### src/rtl/ysyx_041461_exe_mem_buf.sv
// EXE -> MEM pipeline boundary: a two-entry buffer (main + skid).
// The main entry drives out_*. The skid entry absorbs one extra accept, so
// in_ready comes straight from a flop and MEM backpressure never reaches EXE
// combinationally.
//
// state | meaning
// ------+-------------------------------------------------
// EMPTY | nothing held; out_valid=0, in_ready=1
// ONE   | main entry valid; skid empty; in_ready=1
// FULL  | main and skid valid (skid is younger); in_ready=0
//
// The state encoding is chosen so that bit0 is main_v and bit1 is skid_v.
// As a result, out_valid and in_ready each come directly from one state flop.
module ysyx_041461_exe_mem_buf #(
  parameter int XLEN    = 64,
  parameter int MCTRL_W = 4
) (
  input  logic               clk,
  input  logic               rst_n,
  input  logic               flush,
  input  logic               in_valid,
  output logic               in_ready,
  input  logic [XLEN-1:0]    in_result,
  input  logic [XLEN-1:0]    in_sdata,
  input  logic [XLEN-1:0]    in_pc,
  input  logic [4:0]         in_rd,
  input  logic               in_rd_wen,
  input  logic [MCTRL_W-1:0] in_mctrl,
  output logic               out_valid,
  input  logic               out_ready,
  output logic [XLEN-1:0]    out_result,
  output logic [XLEN-1:0]    out_sdata,
  output logic [XLEN-1:0]    out_pc,
  output logic [4:0]         out_rd,
  output logic               out_rd_wen,
  output logic [MCTRL_W-1:0] out_mctrl
);

  typedef struct packed {
    logic [XLEN-1:0]    result;
    logic [XLEN-1:0]    sdata;
    logic [XLEN-1:0]    pc;
    logic [4:0]         rd;
    logic               rd_wen;
    logic [MCTRL_W-1:0] mctrl;
  } entry_t;

  typedef enum logic [1:0] {
    EMPTY = 2'b00,
    ONE   = 2'b01,
    FULL  = 2'b11
  } state_t;

  state_t state_q, state_d;
  entry_t main_q, main_d;
  entry_t skid_q, skid_d;
  entry_t in_entry;
  entry_t head;
  logic   accept;
  logic   pop;

  assign in_entry = '{result: in_result, sdata: in_sdata, pc: in_pc,
                      rd: in_rd, rd_wen: in_rd_wen, mctrl: in_mctrl};

  assign out_valid = state_q[0];
  assign in_ready  = ~state_q[1];
  assign accept    = in_valid & in_ready;
  assign pop       = out_valid & out_ready;

  // Next state and payload moves. The main entry is only rewritten when it is
  // empty or is being popped, so its payload stays stable while MEM stalls.
  always_comb begin
    state_d = state_q;
    main_d  = main_q;
    skid_d  = skid_q;
    case (state_q)
      EMPTY: begin
        if (accept) begin
          main_d  = in_entry;
          state_d = ONE;
        end
      end
      ONE: begin
        if (accept && pop) begin
          main_d = in_entry;
        end else if (accept) begin
          skid_d  = in_entry;
          state_d = FULL;
        end else if (pop) begin
          state_d = EMPTY;
        end
      end
      FULL: begin
        if (pop) begin
          main_d  = skid_q;
          skid_d  = '0;
          state_d = ONE;
        end
      end
      default: state_d = EMPTY;
    endcase
    // A pop in the same cycle as a flush still counts as consumed by MEM.
    // Everything else held or arriving this cycle is dropped.
    if (flush) state_d = EMPTY;
  end

  // State and entry registers, cleared asynchronously.
  always_ff @(posedge clk or negedge rst_n) begin
    if (!rst_n) begin
      state_q <= EMPTY;
      main_q  <= '0;
      skid_q  <= '0;
    end else begin
      state_q <= state_d;
      main_q  <= main_d;
      skid_q  <= skid_d;
    end
  end

  // Force the head payload to zero whenever there is no valid entry, so stale
  // register contents never appear on out_*.
  always_comb begin
    head = out_valid ? main_q : '0;
  end

  assign out_result = head.result;
  assign out_sdata  = head.sdata;
  assign out_pc     = head.pc;
  assign out_rd     = head.rd;
  assign out_rd_wen = head.rd_wen;
  assign out_mctrl  = head.mctrl;

endmodule

### config.mk
export PLATFORM = sky130hd
export DESIGN_NAME = ysyx_041461_exe_mem_buf
export DESIGN_NICKNAME = d
export VERILOG_FILES = /design/src/rtl/ysyx_041461_exe_mem_buf.sv
export SDC_FILE = /design/constraint.sdc
export NUM_CORES = 1
export LEC_CHECK = 0
export CORE_MARGIN = 4
export CORE_UTILIZATION = 45
export CTS_CLUSTER_DIAMETER = 200
export DETAILED_ROUTE_END_ITERATION = 7
export PLACE_DENSITY = 0.81
export SLEW_MARGIN = 0
export SYNTH_ARGS = -nofsm -noshare
export SYNTH_HDL_FRONTEND = slang
export SYNTH_SLANG_ARGS = --single-unit
### constraint.sdc
create_clock -name clk -period 2.8 [get_ports clk]
set_clock_uncertainty 0.1 [all_clocks]
set_input_delay 0.84 -clock clk [delete_from_list [all_inputs] [get_ports clk]]
set_output_delay 0.84 -clock clk [all_outputs]
set_load 0.05 [all_outputs]
==> flow_summary.ini <==
[worst_setup_path]
crit_path_start_kind = register
setup.worst_path.end_class = output pin
count_of_cell_instances_traversed_by_the_critical_path = 3
crit_type = reg -> out
arrival_ns = 1.81
ff2ff_path_depth = 6
worstPathRequired_ns = 1.86
critPathSlowestCell = dfrtp_4
worstPathMaxFanout = 67
crit_path_cell_trace = buf_16 -> and2_1 -> buf_12
critical-path-max-stage-delay_ns = 0.52
timing.critical_path.buf_inv = 2
critical-path-top-delay-family = flip-flops

[placed_design]
port_buf_inserts = 410
detailed_place_hpwl_um = 36630
gpl.final_weighted_congestion = 0.8237
place_worst_setup_slack_ns = -0.03849

[finish]
layout.nets = 2562
final.fill_count = 3119
layout-area-overhead-vs-synth_pct = 42.56
ratio_of_cells_with_drive_above_1_in_the_final_layout_pct = 14.17
multi_input_comb_area_um2 = 8099
ff_latch_area_um2 = 10160

[cts]
clock_tree.buffer_depth = 3
cts_tree = yes
clock_insertion_delay_worst_skew_ns = 0.56
clock_sinks = 406
clock-root-buffer = clkbuf_16
clock_buffer_count_from_cts = 44
clkTransAtPathRegs_ns = 0.06
postCtsHoldBufs = 0
ctsHtreeMaxLevel = 2

[floorplanning]
chipWidth_um = 214.0
fp.dieH_um = 214.0
floorplan.die_area_um2 = 45800
fp-row-count = 75
floorplan.core_area_um2 = 41950
count_of_boundary_i_o_pins = 411
floorplan.initialDensity_pct = 45.53

[sta]
max-slew-margin-rel_pct = 51.11
hold_violations = 0
setup-tns-final_ns = 0
achievable_frequency_ghz = 0.3633
rsz_0062_raised_after_global_routing = yes
final.period_utilization_pct = 98.30
max_slew.worst_pin.slew_ns = 0.7333
setup_slack_after_layout_ns = 0.04770
setup_viol = 0
finalCriticalPeriod_ns = 2.752
slew_viol_final = 0

[yosys]
number_of_enable_type_register_cells_in_the_synthesized_netlist = 0
post_synth_arst_share_pct = 100.0
synth.net_count = 2234
ys_seq_area_share_pct = 53.20
synthesis_warnings = 0
syn_area_per_cell_um2 = 9.440
syn_inst = 2023
synthesis.area_um2 = 19100
yosys_most_used_dff = dfrtp_1
synthDistinctLibCells = 28
ys_seq_elements = 406

[pwr]
pwrdens_nw_per_um2 = 1112
seq_power_share_pct = 33.3
cell_internal_pwr_mw = 18.09
p_sw_mw = 12.17
logic_gate_share_of_total_power_pct = 47.5
vdd_drop_max_mv = 0.7726
power.leakage_nw = 11.77
clockPowerShare_pct = 19.2
power_switching_share_pct = 40.22

[routing]
remaining_drc_errors = 0
route.met2.wl_um = 27590
route.top_layer_used = met5
drt_iter0_drc = 1420
via_per_inst = 5.483
first_pass_iters = 5
drt-total-wl_um = 55480
wl_met3_um = 3332
drt-met1-wl_um = 22550
wire_per_inst_um = 18.96
route.antenna.remaining_nets = 0
route.vias.total = 16048

[grt]
grt-ovfl-total = 0
grt_max_degree = 153
first_global_vias = 16691
first_pass_grt_wire_length_um = 90220
antenna_found_initial = 11
global_route.usage.total_pct = 23.79

[min_path]
hold_path_class = in -> async

[run_status]
outcome = completed

[flow_run]
drv.max_cap_violation_count = 0
[stage by stage]
step	power, mW	instances	cell area (um2)	utilization [%]	hold WS [ns]
global route	32.00	2927	27220	64.90	0.08971
CTS	30.43	2917	27180	64.80	0.06769
global placement	23.79	2842	25720	61.33	0.3557
detailed placement	24.43	2842	25720	61.33	0.3648
floorplan	18.03	2023	19100	-	0.3444
finish	30.26	2927	27220	64.90	0.07882
[placed cells by master (no fill, tap or decap), types with 2 or more instances in the layout]
| cell type | count |
|---|---|
| diode_2 | 10 |
| dfrtp_1 | 405 |
| clkbuf_1 | 10 |
| buf_4 | 26 |
| and2_1 | 191 |
| buf_12 | 226 |
| bufinv_16 | 4 |
| nor2_1 | 2 |
| clkinvlp_4 | 2 |
| o21ai_0 | 426 |
| clkdlybuf4s50_1 | 205 |
| nand2_1 | 203 |
| nand2b_1 | 204 |
| ha_1 | 3 |
| clkinv_2 | 4 |
| buf_8 | 2 |
| a21boi_0 | 202 |
| and2_4 | 4 |
| and2_2 | 7 |
| o21ai_1 | 180 |
| clkbuf_16 | 45 |
| clkbuf_8 | 7 |
| inv_1 | 2 |
[power groups by stage]
stage          Combinational, mW  Sequential (mW)  Clock (mW)
3_3_place_gp                13.9             9.93           0
3_5_place_dp                14.3             10.1           0
6_report                    14.4             10.1        5.81
5_1_grt                     15.5             10.4        6.16
2_1_floorplan               8.43             9.60           0
4_1_cts                     14.5             10.1        5.91
[timing repair]
| item | 4_1_cts | 5_1_grt |
|---|---|---|
| setup buffers | 2 | 0 |
| setup endpoints to repair | 177 | 13 |
| gates resized for setup | 2 | 10 |
[cell usage after synthesis, drive strengths merged, types with 2 or more instances]
cell	count	area share, %
clkbuf	113	2.2
nor2	2	0.039
ha	4	0.26
inv	2	0.039
nand2b	204	6.7
and2	202	6.6
dfrtp	406	53
nand2	204	4.0
a21boi	202	7.9
o21ai	606	16
buf	65	2.4
[state kept, by name, summed over array words and instances, names as in the netlist]
| name | count |
|---|---|
| skid_q | 202 |
| main_q | 202 |
| state_q | 2 |
[final timing paths]
check	from	slack [ns]	end
worst max-delay path	state_q[0]$_DFFE_PN0P_	0.05	out_sdata[60]
worst min-delay path	rst_n	0.08	skid_q[176]$_DFFE_PN0P_
worst max register to register	state_q[0]$_DFFE_PN0P_	0.25	main_q[13]$_DFFE_PN0P_
worst min register to register	skid_q[94]$_DFFE_PN0P_	0.38	skid_q[94]$_DFFE_PN0P_
max in group asynchronous	rst_n	1.55	main_q[103]$_DFFE_PN0P_
min in group clk	skid_q[94]$_DFFE_PN0P_	0.38	skid_q[94]$_DFFE_PN0P_
[final cells by class]
type	count	share of cell area [%]
timing repair buffer	460	25.08
clock buffer	62	4.628
inverter	2	0.02757
tap	539	2.477
clock inverter	11	0.6112
antenna	10	0.09192
sequential	406	37.33
multi-input combinational	1437	29.75
[logic make-up after synthesis]
| logic type | after synthesis | share of synthesized area [%] |
|---|---|---|
| muxes | 2 | 0.1114 |
| DFF | 406 | 53.20 |
| buffers and inverters | 180 | 4.658 |
| xor gates and xnor gates | 1 | 0.04587 |
| and+or+nand+nor | 617 | 17.59 |
| adders and majority gates | 4 | 0.2621 |
| AOI/OAI and AO/OA | 813 | 24.14 |
[metal layers]
layer | track usage, % | up-vias
li1 | - | 7461
met1 | 30.76 | 7929
met2 | 39.41 | 543
met3 | 4.780 | 113
met4 | 9.920 | 2
met5 | 0 | -
No activity file was read; power rests on OpenSTA's default activity.
==> RTL change 1 (config.mk and constraints unchanged) <==
The parameter `MCTRL_W` goes from 4 to 6.
--- a/src/rtl/ysyx_041461_exe_mem_buf.sv
+++ b/src/rtl/ysyx_041461_exe_mem_buf.sv
@@ -13,7 +13,7 @@
 // As a result, out_valid and in_ready each come directly from one state flop.
 module ysyx_041461_exe_mem_buf #(
   parameter int XLEN    = 64,
-  parameter int MCTRL_W = 4
+  parameter int MCTRL_W = 6
 ) (
   input  logic               clk,
   input  logic               rst_n,
Ports: changed (resized in_mctrl and out_mctrl); port bits go from 411 to 415. No check against the original RTL was run, so the function may have changed too.
==> RTL change 1 against the original RTL <==
Core utilization rose by 0.36 points. Largest cell class unchanged. Sequential cell count rose by 4. Worst setup slack improved by 0.0082 ns. Non-clock buffer count rose by 8. Critical path type unchanged. Wire length rose by 3.3%. Clock power rose by 6.7%. Largest power group unchanged. Critical endpoint is now out_sdata[1]. Design area rose by 3.3%. Synthesized area rose by 2.8%. Total power rose by 4.8%. Highest routed layer unchanged.
==> RTL change 1: results (changes against the original RTL) <==
PWR
------------------------------------------------------------------------------------------
Gate power share ............................................................        48.6%   +1.1 points
Pleak .......................................................................     12.12 nW   +3.0%
Worst voltage drop across the vdd grid ......................................    0.7221 mV   -6.5%
Sequential share of power ...................................................        31.9%   -1.4 points

SYNTH
------------------------------------------------------------------------------------------
Synthesized area per cell ...................................................    9.602 µm²   +1.7%
Post-Synthesis Cells ........................................................         2044   +1.0%
Top post-synthesis cells by area ............................................ sky130_fd_sc_hd__dfrtp_1 52%, sky130_fd_sc_hd__o21ai_0 11%, sky130_fd_sc_hd__a21boi_0 7.8%
Post-synthesis cell type count ..............................................           29   +3.6%
Compound-Gate Fraction of Synth Area ........................................       25.55%   +1.4 points
Share of synthesized cell area in full adder, half adder and majority cells .      0.2550%   -0.0071 points
Multiplexer share of the synthesized area ...................................      0.1084%   -0.0030 points
XOR/XNOR share of the synthesized area ......................................     0.04463%   -0.0012 points
Nets in the synthesized netlist .............................................         2257   +1.0%

GRT
------------------------------------------------------------------------------------------
Global-route met3 utilization ...............................................       4.510%   -0.27 points
Global Route met1 Usage .....................................................       29.77%   -0.99 points
Total global-route track usage ..............................................       23.96%   +0.17 points
Met2 Resource Use GR ........................................................       40.83%   +1.4 points
Vias in the first global route ..............................................        16930   +1.4%

ROUTE
------------------------------------------------------------------------------------------
Met3 WL .....................................................................      3036 µm   -8.9%
Routed metal-1 wirelength ...................................................     22550 µm   about the same
Detailed-route wire length per cell .........................................     19.08 µm   +0.65%
Post-DR vias/cell ...........................................................        5.411   -1.3%
First DRT Iteration DRCs ....................................................         1258   -11%

SETUP PATH
------------------------------------------------------------------------------------------
Destination of the critical timing path ..................................... out_sdata[1]
Endpoint of the most critical register-to-register path .....................  main_q[192]
Crit path max fanout ........................................................           16   -76%
Depth of the most critical reg-to-reg path ..................................            8   +2
Register-to-register setup slack ............................................      0.16 ns   -0.09 ns

FINAL LAYOUT
------------------------------------------------------------------------------------------
Largest registers in the final layout ....................................... main_q: 204 flops, skid_q: 204 flops, state_q: 2 flops
FILL cells ..................................................................         3273   +4.9%
Final cell count without fillers ............................................         3005   +2.7%
Final net count .............................................................         2592   +1.2%
Number of multi-input combinational cells in the layout .....................         1451   +0.97%
Flip-flop and latch share of the layout cell area ...........................       36.51%   -0.82 points
Flip-flop and latch count ...................................................          410   +0.99%
Area taken by flip-flops and latches ........................................    10260 µm²   +0.98%

PLACED DESIGN
------------------------------------------------------------------------------------------
HPWL Detailed ...............................................................     38350 µm   +4.7%
Routability-driven placement congestion ratio ...............................       0.8227   -0.12%
Standard cell area after detailed placement .................................    26470 µm²   +2.9%

CLOCK NETWORK
------------------------------------------------------------------------------------------
CTS Buf Count ...............................................................           46   +4.5%

OUTCOME
------------------------------------------------------------------------------------------
Result of the run ........................................................... complete, no violations

-- RTL change 1: cell count changes in the layout (fill, tap and decap cells not counted), sizes merged, moves of 2 or more --
cell / before / now
and2: 202 / 204
clkbuf: 62 / 67
dfrtp: 406 / 410
a21boi: 202 / 204
clkdlybuf4s50: 205 / 207
o21ai: 606 / 612
buf: 255 / 260
nand2: 204 / 206
diode: 10 / 5
nand2b: 204 / 206
clkinvlp: 2 / 5
clkinv: 4 / 8
-- RTL change 1: worst register-to-register path, delay by kind of cell (launching register included) --
kind / cells / cell delay, ns
buffers and inverters: 4 / 1.15
AOI/OAI and AO/OA: 3 / 0.66
DFF: 1 / 0.47
adders and majority gates: 1 / 0.17
-- RTL change 1: timing repair --
action,CTS,global route
endpoints found under the setup margin,196,42
gates resized for setup,3,9
setup buffers,2,3
endpoints found under the hold margin,0,0
pin swaps,0,0
==> RTL change 2 (same flow settings) <==
Made on the original files. Make the reset (`rst_n`) synchronous in one clocked block. Comments in the files are not updated.
--- a/src/rtl/ysyx_041461_exe_mem_buf.sv
+++ b/src/rtl/ysyx_041461_exe_mem_buf.sv
@@ -105,7 +105,7 @@
   end
 
   // State and entry registers, cleared asynchronously.
-  always_ff @(posedge clk or negedge rst_n) begin
+  always_ff @(posedge clk) begin
     if (!rst_n) begin
       state_q <= EMPTY;
       main_q  <= '0;
Function: changed (Yosys sat finds a counterexample within 4 cycles, from zero or initial values and one cycle with rst_n low; the reset may be asserted at any time).
==> RTL change 2 against the original RTL <==
Synthesized area fell by 5.5%. Sequential cell count is the same. Synthesized cell count increased by 12%. Largest cell class is now multi-input gates. Wire length down 5.2%. Worst setup slack better by 0.064 ns. Register-to-register slack improved by 0.04 ns. Design area down 4.8%. Hold slack gained 0.27 ns. Global-route usage is 0.72 points lower. Via count up 5.4%.
Power is not compared: it rests on default switching activity, and its combinational part moved more than twofold at a synthesized area within 25%.
==> RTL change 2: results (changes against the original RTL) <==
SYNTH
------------------------------------------------------------------------------------------
Compound-Gate Fraction of Synth Area ........................................       19.51%   -4.6 points
Top post-synthesis cells by area ............................................ sky130_fd_sc_hd__dfxtp_1 45%, sky130_fd_sc_hd__a211oi_1 8.4%, sky130_fd_sc_hd__and2_1 7.0%
Async S/R FF share, synth ...................................................           0%   -100 points
Yosys top cell by area ...................................................... sky130_fd_sc_hd__dfxtp_1
Nets in the synthesized netlist .............................................         2473   +11%
Post-Synthesis Cells ........................................................         2260   +12%
Share of synthesized cell area in full adder, half adder and majority cells .      0.4159%   +0.15 points
Register area share after synthesis .........................................       45.03%   -8.2 points

GRT
------------------------------------------------------------------------------------------
Total global-route track usage ..............................................       23.07%   -0.72 points
Initial antenna violation count .............................................            5   -6
Vias in the first global route ..............................................        16190   -3.0%
First-pass GRT wire length ..................................................     84780 µm   -6.0%

CLOCK NETWORK
------------------------------------------------------------------------------------------
CTS Buf Count ...............................................................           43   -2.3%
Clk_lat worst skew ..........................................................      0.53 ns   -0.03 ns

FINAL LAYOUT
------------------------------------------------------------------------------------------
FILL cells ..................................................................         3044   -2.4%
Final net count .............................................................         2750   +7.3%
Share of layout cells above drive strength 1 ................................       12.60%   -1.6 points
Final cell count without fillers ............................................         3101   +5.9%

PLACED DESIGN
------------------------------------------------------------------------------------------
HPWL Detailed ...............................................................     34890 µm   -4.7%
Port-buffer cells ...........................................................          410   unchanged
Cell count after placement ..................................................         3016   +6.1%
Routability-driven placement congestion ratio ...............................       0.8216   -0.25%
Worst setup timing slack at the placement stage .............................  -0.07181 ns   -0.03332 ns

SETUP PATH
------------------------------------------------------------------------------------------
Arrival time reported for the critical path endpoint ........................      1.75 ns   -0.06 ns

ROUTE
------------------------------------------------------------------------------------------
Final wirelength ............................................................     52610 µm   -5.2%
First DRT Iteration DRCs ....................................................         1215   -14%
Via count ...................................................................        16910   +5.4%

OUTCOME
------------------------------------------------------------------------------------------
Result of the run ........................................................... complete, no violations

TIMING
------------------------------------------------------------------------------------------
Least-Margin Pin Slew .......................................................    0.9412 ns   +0.2079 ns

[RTL change 2: kinds of logic after synthesis]
logic type / after synthesis
flip-flops: 406
multiplexers: 17
AO/OA/AOI/OAI: 597
buffers and inverters: 226
AND/OR/NAND/NOR: 1008
adder cells (fa/ha/maj): 6
[RTL change 2: metal layers]
metal	share of wire [%]	vias to the layer above	routed length (µm)	GRT usage, %
met4	2.8	2	1475	6.704
met2	48	663	25020	38.50
li1	-	8283	-	-
met1	41	7860	21540	29.67
met3	8.7	101	4564	5.866
met5	0.021	-	11	0
[RTL change 2: path summary, 6_finish.rpt]
kind	start	endpoint	slack [ns]	depth (start not counted)
setup / recovery	state_q[0]	out_result[20]	0.11	3
hold / removal	skid_q[41]	skid_q[41]	0.35	2
setup reg to reg	state_q[1]	main_q[58]	0.29	8
hold reg to reg	skid_q[41]	skid_q[41]	0.35	2
[RTL change 2: worst max-delay path, cell delays in order (launching register included)]
cell                      delay (ns)
sky130_fd_sc_hd__dfxtp_4        0.44
sky130_fd_sc_hd__buf_16         0.27
sky130_fd_sc_hd__and2_1         0.28
sky130_fd_sc_hd__buf_12         0.16
[RTL change 2: final cells by class]
cell class	count	share of cell area [%]
Inverter	3	0.06279
Multi-Input combinational cell	1628	34.31
Tap cell	525	2.536
Timing Repair Buffer	455	26.02
Sequential cell	406	31.39
Clock inverter	16	0.7438
Clock buffer	63	4.878
Antenna cell	5	0.04830
[RTL change 2: power by group through the flow]
stage	clock, mW	combinational, mW	sequential (mW)
floorplan	0	1.42	6.45
global placement	0	2.34	6.50
detailed placement	0	2.41	6.52
CTS	5.90	2.45	6.40
global route	6.17	2.63	6.45
finish	5.81	2.43	6.41
[RTL change 2: repair_timing]
action	4_1_cts	5_1_grt
resized for setup	1	2
cloned	1	0
pin swaps	0	0
setup endpoints to repair	21	36
[RTL change 2: through the flow]
stage	instance area [µm²]	setup TNS, ns
after floorplan	18060	0
after global placement	24400	0
after detailed placement	24400	-1.066
final	25900	0
after global routing	25890	0
after CTS	25900	0
